## src/rtl/datapath_control_sequencer_if.sv

```systemverilog
// Control bundle between the sequencer (master) and the 32-bit bus datapath (slave).
// STEP_MODE_EN adds the Step input used for single-instruction stepping.
interface datapath_control_sequencer_if #(
    parameter int NREGS = 16,
    parameter int OPW   = 5
);
    logic             Run;
    logic [31:0]      IR;
    logic             Mem_ready;
`ifdef STEP_MODE_EN
    logic             Step;
`endif
    logic             PCout, Zlowout, ZHighout, MDRout;
    logic             MARin, PCin, MDRin, IRin, Yin, Zin, LOin, HIin;
    logic             IncPC, Read, Halted, Illegal;
    logic [NREGS-1:0] Rin, Rout;
    logic [OPW-1:0]   operation;

    modport master (
        input  Run, IR, Mem_ready,
`ifdef STEP_MODE_EN
               Step,
`endif
        output PCout, Zlowout, ZHighout, MDRout, MARin, PCin, MDRin, IRin, Yin, Zin,
               LOin, HIin, IncPC, Read, Halted, Illegal, Rin, Rout, operation
    );

    modport slave (
        output Run, IR, Mem_ready,
`ifdef STEP_MODE_EN
               Step,
`endif
        input  PCout, Zlowout, ZHighout, MDRout, MARin, PCin, MDRin, IRin, Yin, Zin,
               LOin, HIin, IncPC, Read, Halted, Illegal, Rin, Rout, operation
    );
endinterface

```

## src/rtl/datapath_control_sequencer.sv

```systemverilog
// Hardwired Moore control unit: fetch / decode / execute, one control step per Clock.
// Define STEP_MODE_EN to stop in IDLE after each instruction until a Step rising edge.
module datapath_control_sequencer #(
    parameter int NREGS = 16,
    parameter int OPW   = 5
) (
    input logic Clock,
    input logic Reset_n,
    datapath_control_sequencer_if.master bus
);
    localparam int RW = $clog2(NREGS);
    localparam logic [NREGS-1:0] ONE = {{(NREGS-1){1'b0}}, 1'b1};

    typedef enum logic [3:0] {
        S_IDLE, S_T0, S_T1, S_T1W, S_T2, S_T3, S_T4, S_T5A, S_T5M, S_T6, S_HALT
    } state_t;

    state_t        r_state, w_next, w_done;
    logic          r_illegal;
    logic [4:0]    w_op;
    logic [RW-1:0] w_ra, w_rb, w_rc;
    logic          w_alu, w_md, w_nop, w_halt, w_bad, w_go;
    logic          w_unused_ir;

    // Register fields wider than the file are masked to their low bits.
    assign w_op   = bus.IR[31:27];
    assign w_ra   = bus.IR[23 +: RW];
    assign w_rb   = bus.IR[19 +: RW];
    assign w_rc   = bus.IR[15 +: RW];
    assign w_unused_ir = ^bus.IR[14:0];

    assign w_alu  = (w_op <= 5'd14);
    assign w_md   = (w_op == 5'd15) || (w_op == 5'd16);
    assign w_nop  = (w_op == 5'd26);
    assign w_halt = (w_op == 5'd27);
    assign w_bad  = ~(w_alu | w_md | w_nop | w_halt);

`ifdef STEP_MODE_EN
    logic r_step_d;
    always_ff @(posedge Clock or negedge Reset_n) begin
        if (!Reset_n) r_step_d <= 1'b0;
        else          r_step_d <= bus.Step;
    end
    assign w_go   = bus.Run & bus.Step & ~r_step_d;
    assign w_done = S_IDLE;
`else
    assign w_go   = bus.Run;
    assign w_done = bus.Run ? S_T0 : S_IDLE;
`endif

    always_ff @(posedge Clock or negedge Reset_n) begin
        if (!Reset_n) begin
            r_state   <= S_IDLE;
            r_illegal <= 1'b0;
        end else begin
            r_state <= w_next;
            if (r_state == S_T3 && w_bad) r_illegal <= 1'b1;
        end
    end

    always_comb begin
        w_next = r_state;
        case (r_state)
            S_IDLE: if (w_go) w_next = S_T0;
            S_T0:   w_next = S_T1;
            S_T1,
            S_T1W:  w_next = bus.Mem_ready ? S_T2 : S_T1W;
            S_T2:   w_next = S_T3;
            S_T3: begin
                if (w_alu || w_md) w_next = S_T4;
                else if (w_halt)   w_next = S_HALT;
                else               w_next = w_done;
            end
            S_T4:   w_next = w_md ? S_T5M : S_T5A;
            S_T5A:  w_next = w_done;
            S_T5M:  w_next = S_T6;
            S_T6:   w_next = w_done;
            S_HALT: w_next = S_HALT;
            default: w_next = S_IDLE;
        endcase
    end

    assign bus.Illegal = r_illegal;

    // Only one bus driver per state keeps the shared bus contention-free.
    always_comb begin
        bus.PCout = 1'b0; bus.Zlowout = 1'b0; bus.ZHighout = 1'b0; bus.MDRout = 1'b0;
        bus.MARin = 1'b0; bus.PCin = 1'b0; bus.MDRin = 1'b0; bus.IRin = 1'b0;
        bus.Yin = 1'b0; bus.Zin = 1'b0; bus.LOin = 1'b0; bus.HIin = 1'b0;
        bus.IncPC = 1'b0; bus.Read = 1'b0; bus.Halted = 1'b0;
        bus.Rin = '0; bus.Rout = '0; bus.operation = '0;
        case (r_state)
            S_T0:  begin bus.PCout = 1'b1; bus.MARin = 1'b1; bus.IncPC = 1'b1; bus.Zin = 1'b1; end
            S_T1:  begin bus.Zlowout = 1'b1; bus.PCin = 1'b1; bus.Read = 1'b1; bus.MDRin = 1'b1; end
            S_T1W: begin bus.Read = 1'b1; bus.MDRin = 1'b1; end
            S_T2:  begin bus.MDRout = 1'b1; bus.IRin = 1'b1; end
            S_T3: begin
                if (w_alu || w_md) begin
                    bus.Rout = ONE << w_rb;
                    bus.Yin  = 1'b1;
                end
            end
            S_T4: begin
                bus.Rout      = ONE << w_rc;
                bus.Zin       = 1'b1;
                bus.operation = OPW'(w_op);
            end
            S_T5A:  begin bus.Zlowout = 1'b1; bus.Rin = ONE << w_ra; end
            S_T5M:  begin bus.Zlowout = 1'b1; bus.LOin = 1'b1; end
            S_T6:   begin bus.ZHighout = 1'b1; bus.HIin = 1'b1; end
            S_HALT: bus.Halted = 1'b1;
            default: ;
        endcase
    end
endmodule

```

## src/flat_wrapper.sv

```systemverilog
// flat-port wrapper written by rule: the top's interface ports become plain ports
module datapath_control_sequencer_flat 
#(
    parameter int NREGS = 16,
    parameter int OPW   = 5
)
  (Clock, Reset_n, bus_Run, bus_IR, bus_Mem_ready, bus_PCout, bus_Zlowout, bus_ZHighout, bus_MDRout, bus_MARin, bus_PCin, bus_MDRin, bus_IRin, bus_Yin, bus_Zin, bus_LOin, bus_HIin, bus_IncPC, bus_Read, bus_Halted, bus_Illegal, bus_Rin, bus_Rout, bus_operation);
  datapath_control_sequencer_if #(.NREGS(NREGS), .OPW(OPW)) bus_i ();
  input logic Clock;
  input logic Reset_n;
  input wire logic [$bits(bus_i.Run)-1:0] bus_Run;
  input wire logic [$bits(bus_i.IR)-1:0] bus_IR;
  input wire logic [$bits(bus_i.Mem_ready)-1:0] bus_Mem_ready;
  output wire logic [$bits(bus_i.PCout)-1:0] bus_PCout;
  output wire logic [$bits(bus_i.Zlowout)-1:0] bus_Zlowout;
  output wire logic [$bits(bus_i.ZHighout)-1:0] bus_ZHighout;
  output wire logic [$bits(bus_i.MDRout)-1:0] bus_MDRout;
  output wire logic [$bits(bus_i.MARin)-1:0] bus_MARin;
  output wire logic [$bits(bus_i.PCin)-1:0] bus_PCin;
  output wire logic [$bits(bus_i.MDRin)-1:0] bus_MDRin;
  output wire logic [$bits(bus_i.IRin)-1:0] bus_IRin;
  output wire logic [$bits(bus_i.Yin)-1:0] bus_Yin;
  output wire logic [$bits(bus_i.Zin)-1:0] bus_Zin;
  output wire logic [$bits(bus_i.LOin)-1:0] bus_LOin;
  output wire logic [$bits(bus_i.HIin)-1:0] bus_HIin;
  output wire logic [$bits(bus_i.IncPC)-1:0] bus_IncPC;
  output wire logic [$bits(bus_i.Read)-1:0] bus_Read;
  output wire logic [$bits(bus_i.Halted)-1:0] bus_Halted;
  output wire logic [$bits(bus_i.Illegal)-1:0] bus_Illegal;
  output wire logic [$bits(bus_i.Rin)-1:0] bus_Rin;
  output wire logic [$bits(bus_i.Rout)-1:0] bus_Rout;
  output wire logic [$bits(bus_i.operation)-1:0] bus_operation;
  assign bus_i.Run = bus_Run;
  assign bus_i.IR = bus_IR;
  assign bus_i.Mem_ready = bus_Mem_ready;
  assign bus_PCout = bus_i.PCout;
  assign bus_Zlowout = bus_i.Zlowout;
  assign bus_ZHighout = bus_i.ZHighout;
  assign bus_MDRout = bus_i.MDRout;
  assign bus_MARin = bus_i.MARin;
  assign bus_PCin = bus_i.PCin;
  assign bus_MDRin = bus_i.MDRin;
  assign bus_IRin = bus_i.IRin;
  assign bus_Yin = bus_i.Yin;
  assign bus_Zin = bus_i.Zin;
  assign bus_LOin = bus_i.LOin;
  assign bus_HIin = bus_i.HIin;
  assign bus_IncPC = bus_i.IncPC;
  assign bus_Read = bus_i.Read;
  assign bus_Halted = bus_i.Halted;
  assign bus_Illegal = bus_i.Illegal;
  assign bus_Rin = bus_i.Rin;
  assign bus_Rout = bus_i.Rout;
  assign bus_operation = bus_i.operation;
  datapath_control_sequencer #(.NREGS(NREGS), .OPW(OPW)) u_core (.Clock(Clock), .Reset_n(Reset_n), .bus(bus_i));
endmodule
```

## config.mk

```make
export PLATFORM = sky130hd
export DESIGN_NAME = datapath_control_sequencer_flat
export DESIGN_NICKNAME = d
export VERILOG_FILES = /design/src/rtl/datapath_control_sequencer_if.sv /design/src/rtl/datapath_control_sequencer.sv /design/src/flat_wrapper.sv
export SDC_FILE = /design/constraint.sdc
export NUM_CORES = 1
export LEC_CHECK = 0
export CAP_MARGIN = 20
export CELL_PAD_IN_SITES_DETAIL_PLACEMENT = 1
export CELL_PAD_IN_SITES_GLOBAL_PLACEMENT = 1
export CORE_ASPECT_RATIO = 0.8
export CORE_MARGIN = 2
export CORE_UTILIZATION = 19
export CTS_BUF_LIST = sky130_fd_sc_hd__clkbuf_4 sky130_fd_sc_hd__clkbuf_8 sky130_fd_sc_hd__clkbuf_16
export DETAILED_ROUTE_END_ITERATION = 6
export GPL_TIMING_DRIVEN = 0
export PLACE_DENSITY_LB_ADDON = 0.1
export SYNTH_ARGS = -nofsm -noshare
export SYNTH_HDL_FRONTEND = slang
export SYNTH_SLANG_ARGS = --single-unit
```

## constraint.sdc

```tcl
create_clock -name Clock -period 3.7 [get_ports Clock]
set_clock_uncertainty 0.2 [all_clocks]
set_input_delay 0.37 -clock Clock [delete_from_list [all_inputs] [get_ports Clock]]
set_output_delay 0.37 -clock Clock [all_outputs]
set_load 0.01 [all_outputs]
```

==> metrics.log <==
[metrics] largest incremental delay on the critical path: 570 ps
[metrics] sequential share of the synthesized area: 14.18%
[metrics] part of the total power dissipated in combinational logic: a little over 70%
[metrics] CP arrival: roughly 2700 ps
[metrics] switching pwr: 0.3106 mW
[metrics] worst path buffer plus inverter count: 3
[metrics] number of synthesized flops with an enable pin: 0
[metrics] Sw Share: 41.63%
[metrics] most used flip-flop cell after synthesis: dfrtp_1
[metrics] number of CTS-inserted buffers: 3
[metrics] global router's overall resource usage: 13.89%
[metrics] clock latency of the later-clocked register in the worst-skew pair: about 220 ps
[metrics] signed area change from the synthesized netlist to the final layout: 96.88%
[metrics] register-to-register path setup slack: 1860 ps
[metrics] final core utilization: 38.47%
[metrics] final std cells w/o fill: approximately 270
[metrics] master of the slowest instance on the critical path: clkdlybuf4s50_1
[metrics] root buffer selected by CTS: clkbuf_8
[metrics] overall overflow remaining after global route: 0
[metrics] global-route wire length before repair: ~6000 um
[metrics] worst slack, placed: 418.9 ps
[metrics] clock network power share: 14.2%
[metrics] number of warnings reported in the yosys synthesis log: 0
[metrics] antenna violations before repair: 0
[metrics] number of instances in the synthesized netlist: 131
[metrics] total nets after synthesis: ~170
[metrics] sequential fraction of design power: between 10% and 20%
[metrics] Min Clock Period, post-route: between 3000 and 4000 ps
[metrics] unrepaired setup endpoints after global routing: false
[metrics] number of search-and-repair iterations in the first detailed-routing pass: 4
[metrics] slew at the pin closest to its max-slew limit: 506.3 ps
[metrics] achievable frequency: 305.6 MHz
[metrics] worst path cell trace: clkdlybuf4s50_1 -> o41ai_2 -> and3_1 -> buf_6 -> or3b_4 -> o22ai_1 -> clkdlybuf4s50_1
[metrics] layout cells sized above 1: 9.615%
[metrics] peak supply drop: 437.5 uV
[metrics] Die X-Extent: 80.18 um
[metrics] crit-path leading delay family: buffers and inverters
[metrics] final net count: around 250
[metrics] maxcap violations: 0
[metrics] DRC viols: 0
[metrics] internal portion of total power: 0.4355 mW
[metrics] met2 usage in global routing: 23.44%
[metrics] total number of H-tree levels: 1
[metrics] quantity of gates resized following cts: 0
[metrics] Slew Viols, Final: 0
[metrics] sort of element at the start of the critical path: input pin
[metrics] normalized max-slew margin: 65.99%
[metrics] Worst Slack Setup Final: between 400 and 500 ps
[metrics] cell area after layout: 1737 um^2
[metrics] leak pwr: approximately 0.63 nW
[metrics] Placeable Area: around 4500 um^2
[metrics] total power divided by cell area: 429.6 nW/um^2
[metrics] antenna fix cells: 0
[metrics] final weighted congestion in routability-driven placement: approximately 0.83
[metrics] layer carrying the most global-route usage: met2
[metrics] distinct cell type count after synthesis: 37
[metrics] overall power of the completed layout: 0.7461 mW
[metrics] summed negative setup slack over all endpoints: 0 ps
[metrics] Post-Synthesis Mean Instance Area: just under 7 um^2
[metrics] quantity of I/O buffers inserted on ports: 73
[metrics] post-DR wirelength/cell: 13.93 um
[metrics] category of the critical setup timing path: input pin to primary output
[metrics] dpl cell area: 1688 um^2
[metrics] Final Cycle Share: just under 90%
[metrics] antenna-violating nets left: 0
[metrics] Clock Path Buffers: 2
[metrics] M3 GR Usage: 1.393%
[metrics] post-CTS repair timing setup buffer count: 0
[metrics] Data required, critical path: 3130 ps
[metrics] met1 track utilization from global routing: 19.28%
[metrics] floorplan die area: 5207 um^2
[metrics] clock tree from TritonCTS: done
[metrics] Initial Util: approximately a fifth
[metrics] largest net degree at the start of global routing: 11
[metrics] WHS: between 150 and 200 ps
[metrics] async set-or-reset flop fraction in the synthesized netlist: 100.0%
[metrics] setup-violating endpoint count in the final report: 0
[metrics] element type at the critical path end: primary output
[metrics] Ports: slightly below 90
[metrics] status: completed
[metrics] hold buffers post-CTS: 0
[metrics] via count of the first global-routing pass: between 1000 and 1500
[metrics] class of the most critical hold timing path: input pin to async pin
[metrics] Most common cell on crit path: clkdlybuf4s50_1
[metrics] clk sink count: 5
[metrics] CTS clock-pin slew for the worst setup and hold paths: around 40 ps
[metrics] Total Routed Length: 3733 um
[metrics] via-per-instance ratio: 4.858
[metrics] die outline height: between 60 and 70 um
[metrics] violation count after the first detailed-routing iteration: 56
[metrics] placed cell count: 264
[metrics] total via count in the routed design: 1302
[metrics] final hold violation count: 0
[metrics] Critical Path Fanout Max: 6
[metrics] summed instance area of the synthesized netlist: 882.1 um^2
[metrics] FP Rows: 22
[metrics] detailed placer's ending HPWL: around 3200 um
[metrics] register bit count reported by yosys: 5
metal layers:
layer	wire, um	vias up	share of wire [%]
li1	-	630	-
met1	1681	619	45
met2	1820	53	49
met3	230	0	6.2
met4	0	0	0
met5	0	-	0
state kept, by name (all words and copies together) (netlist names):
signal / cells
u_core.r_state: 4
u_core.bus.Illegal: 1
cell usage in the layout, fill, tap and decap left out, types with 2 or more instances in the layout:
cell,n
nand3b_1,4
clkbuf_1,3
or2_2,4
a31oi_1,2
clkbuf_8,3
clkdlybuf4s50_1,73
nor3_1,10
nor2_1,21
nand2b_1,11
nand2_1,6
or3_1,3
dfrtp_1,5
nor2b_1,4
and2_1,4
o22ai_1,17
o21bai_1,3
nand3_1,4
a21oi_1,2
a22o_1,2
buf_4,5
inv_1,3
cell usage after synthesis, types with 2 or more instances:
master	count	area, um^2
or3_1	3	18.77
nand2_1	6	22.52
o22ai_1	17	106.4
buf_4	5	37.54
dfrtp_1	5	125.1
nor2_1	21	78.83
o21bai_1	3	22.52
a21oi_1	2	10.01
clkbuf_1	3	11.26
nand3b_1	4	30.03
a22o_1	2	17.52
inv_1	3	11.26
and2_1	4	25.02
nand3_1	4	20.02
a31oi_1	2	12.51
nor3_1	10	50.05
or2_2	4	25.02
nand2b_1	11	68.82
nor2b_1	4	25.02
layout make-up:
| type | count | area (um^2) |
|---|---|---|
| Tap cell | 60 | 75.07 |
| Buffer | 10 | 65.06 |
| Timing Repair Buffer | 73 | 730.7 |
| Multi-Input combinational cell | 113 | 680.7 |
| Sequential cell | 5 | 125.1 |
| Clock buffer | 4 | 48.80 |
| Fill cell | 558 | 2778 |
| Inverter | 3 | 11.26 |
final timing paths:
check,startpoint,endpoint,cells past startpoint
setup / recovery,bus_IR[28],bus_Rout[4],7
hold / removal,Reset_n,u_core.bus.Illegal,1
setup reg to reg,u_core.r_state[1],u_core.r_state[1],5
hold reg to reg,u_core.bus.Illegal,u_core.bus.Illegal,1
max in group asynchronous,Reset_n,u_core.r_state[0],1
min in group Clock,u_core.bus.Illegal,u_core.bus.Illegal,1
logic make-up after synthesis:
family	share of synthesized area [%]
xor+xnor	0.9931
buf+inv	8.652
compound gates	27.52
flops	14.18
mux	1.135
simple gates	47.52
worst register-to-register path, stage by stage (launching register included):
cell	delay, ps
dfrtp_1	360
clkbuf_1	370
nand2b_1	190
nor2_1	110
a2111oi_0	70
or3_1	400
power by group through the flow:
stage | registers [mW] | clock network [mW] | logic (mW)
2_1_floorplan | 0.0953 | 0 | 0.295
3_3_place_gp | 0.0980 | 0 | 0.535
3_5_place_dp | 0.100 | 0 | 0.544
4_1_cts | 0.0996 | 0.108 | 0.547
5_1_grt | 0.102 | 0.113 | 0.591
6_report | 0.100 | 0.106 | 0.540
No activity file was read; power rests on OpenSTA's default activity.
==> RTL edit 1: new RTL, same settings <==
`OPW` is set to 5 in 3 places; all go to 4.
--- a/src/rtl/datapath_control_sequencer_if.sv
+++ b/src/rtl/datapath_control_sequencer_if.sv
@@ -4,3 +4,3 @@
     parameter int NREGS = 16,
-    parameter int OPW   = 5
+    parameter int OPW   = 4
 );
--- a/src/rtl/datapath_control_sequencer.sv
+++ b/src/rtl/datapath_control_sequencer.sv
@@ -4,3 +4,3 @@
     parameter int NREGS = 16,
-    parameter int OPW   = 5
+    parameter int OPW   = 4
 ) (
--- a/src/flat_wrapper.sv
+++ b/src/flat_wrapper.sv
@@ -4,3 +4,3 @@
     parameter int NREGS = 16,
-    parameter int OPW   = 5
+    parameter int OPW   = 4
 )
Ports: changed (resized bus_operation); port bits go from 89 to 88. The function was not compared with the original's and may differ.
==> RTL edit 1 against the original RTL <==
Hold slack worse by 7.1 ps. Combinational power down 2%. Synthesized area down 0.99%. Final area down 1.1%. Non-clock buffer count down 1. Sequential cell count unchanged. Global-route usage about the same. Synthesized cell count down 0.76%. Total power down 1.9%. Setup slack worse by 4.3 ps. First-iteration DRC count down 38%. Routed wire length down 4.0%. Critical endpoint unchanged. Highest routed layer unchanged.
==> RTL edit 1: results (changes against the original RTL) <==
Logic synthesis
  – Synth Area in XOR/XNOR: 0.01003 (+0.00009958)
  – Sequential area share after synthesis: 0.1433 (+0.001423)
  – Post-Syn Nets: 166 (-0.60%)
  – Post-synthesis mux area share: 0.01146 (+0.0001138)
  – Synth area leaders: dfrtp_1, o22ai_1, nor2_1
  – Synth Instances: 130 (-0.76%)
  – Cell variety after synth: 37 (unchanged)
  – Commonest cells post-synth: nor2_1, o22ai_1, nand2b_1, nor3_1, nand2_1
  – Avg Cell Area, Syn: 6.718 µm² (-0.23%)
  – Post-synthesis compound-gate area fraction: 0.2779 (+0.002760)
  – Warnings from Yosys: 0 (unchanged)

Worst setup path
  – Crit path DAT: 2710 ps (about the same)
  – CP max stage delay: 560 ps
  – R2r setup slk: 1890 ps (+30 ps)
  – Worst R2R Start: u_core.r_state[0]
  – Kind of critical path: in2out
  – Path depth of the worst reg2reg path: 5 (unchanged)

Global routing
  – Number of global-route vias before repair: 1192 (-4.3%)
  – Overall Global Routing Usage: 0.1389 (about the same)
  – First-pass GRT wire length: 5.851 mm (-0.58%)
  – Met3 Use GR: 0.01393 (unchanged)
  – Met2 Track Usage GR: 0.2321 (-0.002232)
  – Global-route met1 utilization: 0.1953 (+0.002525)

Timing
  – Slew of the pin with the lowest slew margin: 458.0 ps (-48.33 ps)
  – Minimum clock period: 3277 ps (+4.257 ps)

Final layout
  – Max reg flops: 4 (unchanged)
  – Area of the multi-input gates: 669.4 µm² (-1.7%)
  – Share of cells above drive strength 1: 0.1068 (+0.01064)
  – Multi-input gate share of total cell area: 0.3897 (-0.002273)
  – Fin nets: 243 (-0.82%)
  – NonClk Buf Share: 0.4588 (+0.0006363)
  – Filler cell count: 573 (+2.7%)
  – Multi-input gates: 112 (-0.88%)
  – Clk cell area share: 0.02840 (+0.0003070)
  – Seq area share: 0.07283 (+0.0007872)
  – Largest Register: u_core.r_state
  – Number of clock buffers in the layout: 4 (unchanged)
  – Nonclk buf count: 82 (-1.2%)

Routing
  – Initial DRC Count: 35 (-38%)
  – Routed met1 length: 1.708 mm (+1.6%)
  – Met2 wire length: 1.619 mm (-11%)
  – Via count: 1261 (-3.1%)
  – Routed met3 length: 256 µm (+11%)
  – WL/cell: 13.47 µm (-3.3%)
  – Vias per Instance: 4.741 (-2.4%)

Pwr
  – VDD IR max: 0.2797 mV (-36%)
  – Comb group: 528 µW (-2%)
  – Leak: 0.0006254 µW (-0.30%)
  – Net Sw Power: 299.2 µW (-3.7%)
  – Overall power: 732.1 µW (-1.9%)

Place
  – Dpl cell area: 1669 µm² (-1.1%)
  – DP Worst Slack: 414.3 ps (-4.603 ps)
  – IO Port Bufs: 72 (-1.4%)
  – Placed cell count: 262 (-0.76%)
  – Hpwl dp: 3.056 mm (-4.8%)
  – GPL Wtd Cong: 0.8187 (-1.8%)

Hold path
  – Worst hold-check path type: in2async

Outcome
  – Status: completed
## RTL edit 1: cell types whose count changed after synthesis
| cell | change |
|---|---|
| buf_1 | +1 |
| nand2b_4 | -1 |
| clkbuf_1 | -3 |
| nand2b_2 | +1 |
| and2_1 | -1 |
| buf_2 | +2 |
## RTL edit 1: how the worst min path moves through the flow
stage,startpoint,end,slack [ps],cells past startpoint
final,Reset_n,u_core.r_state[2],160,1
after global routing,Reset_n,u_core.r_state[3],170,1
after CTS,Reset_n,u_core.r_state[1],170,1
after detailed placement,u_core.bus.Illegal,u_core.bus.Illegal,260,1
after global placement,u_core.bus.Illegal,u_core.bus.Illegal,260,1
after floorplan,Reset_n,u_core.bus.Illegal,-130,0
## RTL edit 1: worst register-to-register path: stages, from the launching register on
cell,delay (ps)
dfrtp_1,420
nor2b_1,180
and3_1,190
buf_6,120
o21bai_1,170
or3_1,400
==> RTL edit 2: new RTL, same settings <==
Made on the original files. Re-encode `state_t` (11 states) as Gray code, 4 bits wide.
--- a/src/rtl/datapath_control_sequencer.sv
+++ b/src/rtl/datapath_control_sequencer.sv
@@ -14,3 +14,3 @@
     typedef enum logic [3:0] {
-        S_IDLE, S_T0, S_T1, S_T1W, S_T2, S_T3, S_T4, S_T5A, S_T5M, S_T6, S_HALT
+        S_IDLE = 4'b0000, S_T0 = 4'b0001, S_T1 = 4'b0011, S_T1W = 4'b0010, S_T2 = 4'b0110, S_T3 = 4'b0111, S_T4 = 4'b0101, S_T5A = 4'b0100, S_T5M = 4'b1100, S_T6 = 4'b1101, S_HALT = 4'b1111
     } state_t;
Formal check against the unedited RTL: no difference found for any inputs over 10 cycles, from zero or initial values and one cycle with Reset_n low; not proved beyond that.
==> RTL edit 2 against the original RTL <==
Die area grew 4.3%. Critical endpoint is now bus_Rout[6]. Routed wire length up 3.8%. Total power up 0.65%. Highest routed layer unchanged. Critical path depth stayed put. Sequential cell count is the same. Final area rose by 1.7%. Setup slack improved by 97 ps. Synthesized area rose by 4.5%.
==> RTL edit 2: results (changes against the original RTL) <==
Outcome
  – Status: completed

Place
  – DP Worst Slack: 508.3 ps (+89.41 ps)
  – GPL Wtd Cong: 0.8729 (+4.7%)
  – IO Port Bufs: 72 (-1.4%)
  – Placed cell count: 266 (+0.76%)
  – Hpwl dp: 3.295 mm (+2.6%)
  – Dpl cell area: 1718 µm² (+1.8%)

Global routing
  – Overall Global Routing Usage: 0.1422 (+0.003351)
  – Largest net degree at the start of global routing: 11 (unchanged)
  – Number of global-route vias before repair: 1184 (-4.9%)
  – First-pass GRT wire length: 6.030 mm (+2.5%)

Final layout
  – Fin nets: 247 (+0.82%)
  – Final core area utilization: 0.3820 (-0.002666)
  – Multi-input gates: 115 (+1.8%)
  – Number of clock buffers in the layout: 4 (unchanged)
  – Nonclk buf count: 85 (+2.4%)
  – Share of cells above drive strength 1: 0.1000 (+0.003846)
  – Filler cell count: 585 (+4.8%)
  – Count of non-filler cells in the finished layout: 270 (+0.75%)
  – NonClk Buf Share: 0.4540 (-0.004245)
  – Seq cells: 5 (unchanged)
  – Non-clk invs: 1 (-2)
  – Clk cell area share: 0.02762 (-0.0004774)
  – Multi-input gate share of total cell area: 0.4030 (+0.01105)

Pwr
  – Clock network power share: 0.145 (+0.003)
  – VDD IR max: 0.3037 mV (-31%)
  – Int Power: 439.1 µW (+0.84%)
  – Comb group: 542 µW (about the same)
  – Leak: 0.0006133 µW (-2.2%)
  – Pwr dens: 425.0 nW/µm² (-1.1%)

Routing
  – Via count: 1284 (-1.4%)
  – WL/cell: 14.34 µm (+3.0%)
  – Initial DRC Count: 48 (-14%)

Logic synthesis
  – Sequential area share after synthesis: 0.1357 (-0.006159)
  – Avg Cell Area, Syn: 6.882 µm² (+2.2%)
  – Cell variety after synth: 45 (+22%)
  – Post-synth top flop: dfrtp_1
  – Post-synthesis compound-gate area fraction: 0.2768 (+0.001621)
  – Synth Area in XOR/XNOR: 0.009498 (-0.0004311)
  – Commonest cells post-synth: nor2_1, nand2_1, o22ai_1, nor3_1, nand2b_1
  – Post-synthesis mux area share: 0 (-0.01135)
  – Post-Syn Nets: 170 (+1.8%)
  – Async set-reset flop share out of synthesis: 1.000 (unchanged)
  – Synth area leaders: dfrtp_1, nor2_1, o22ai_1
  – Warnings from Yosys: 0 (unchanged)

Clocking
  – Post-cts repair resize count: 0 (unchanged)
  – Setup Buffers After CTS: 0 (unchanged)

Floorplan
  – # Taps: 60 (unchanged)

Worst setup path
  – Crit path DAT: 2600 ps (-100 ps)

Timing
  – Slew of the pin with the lowest slew margin: 442.4 ps (-63.90 ps)
-- RTL edit 2: per-layer routing --
metal / part of all wire / track usage / up-vias
met4: 0 / 0.03125 / 0
li1: - / - / 639
met5: 0 / 0 / -
met3: 0.085 / 0.02459 / 0
met1: 0.47 / 0.2041 / 595
met2: 0.44 / 0.2195 / 50
-- RTL edit 2: worst paths after layout --
check / cells past startpoint / slack [ps] / endpoint / startpoint
min reg2reg: 1 / 290 / u_core.bus.Illegal / u_core.bus.Illegal
max: 7 / 530 / bus_Rout[6] / bus_IR[28]
min in group Clock: 1 / 290 / u_core.bus.Illegal / u_core.bus.Illegal
max in group asynchronous: 1 / 2950 / u_core.r_state[1] / Reset_n
max reg2reg: 5 / 2060 / u_core.r_state[2] / u_core.r_state[1]
min: 1 / 160 / u_core.bus.Illegal / Reset_n
-- RTL edit 2: worst reg2reg max path: cells and delay by family, from the launching register on --
family	cells	cell delay [ps]
AO/OA/AOI/OAI	3	440
AND/OR/NAND/NOR	1	120
flip-flops	1	410
buffers and inverters	1	350
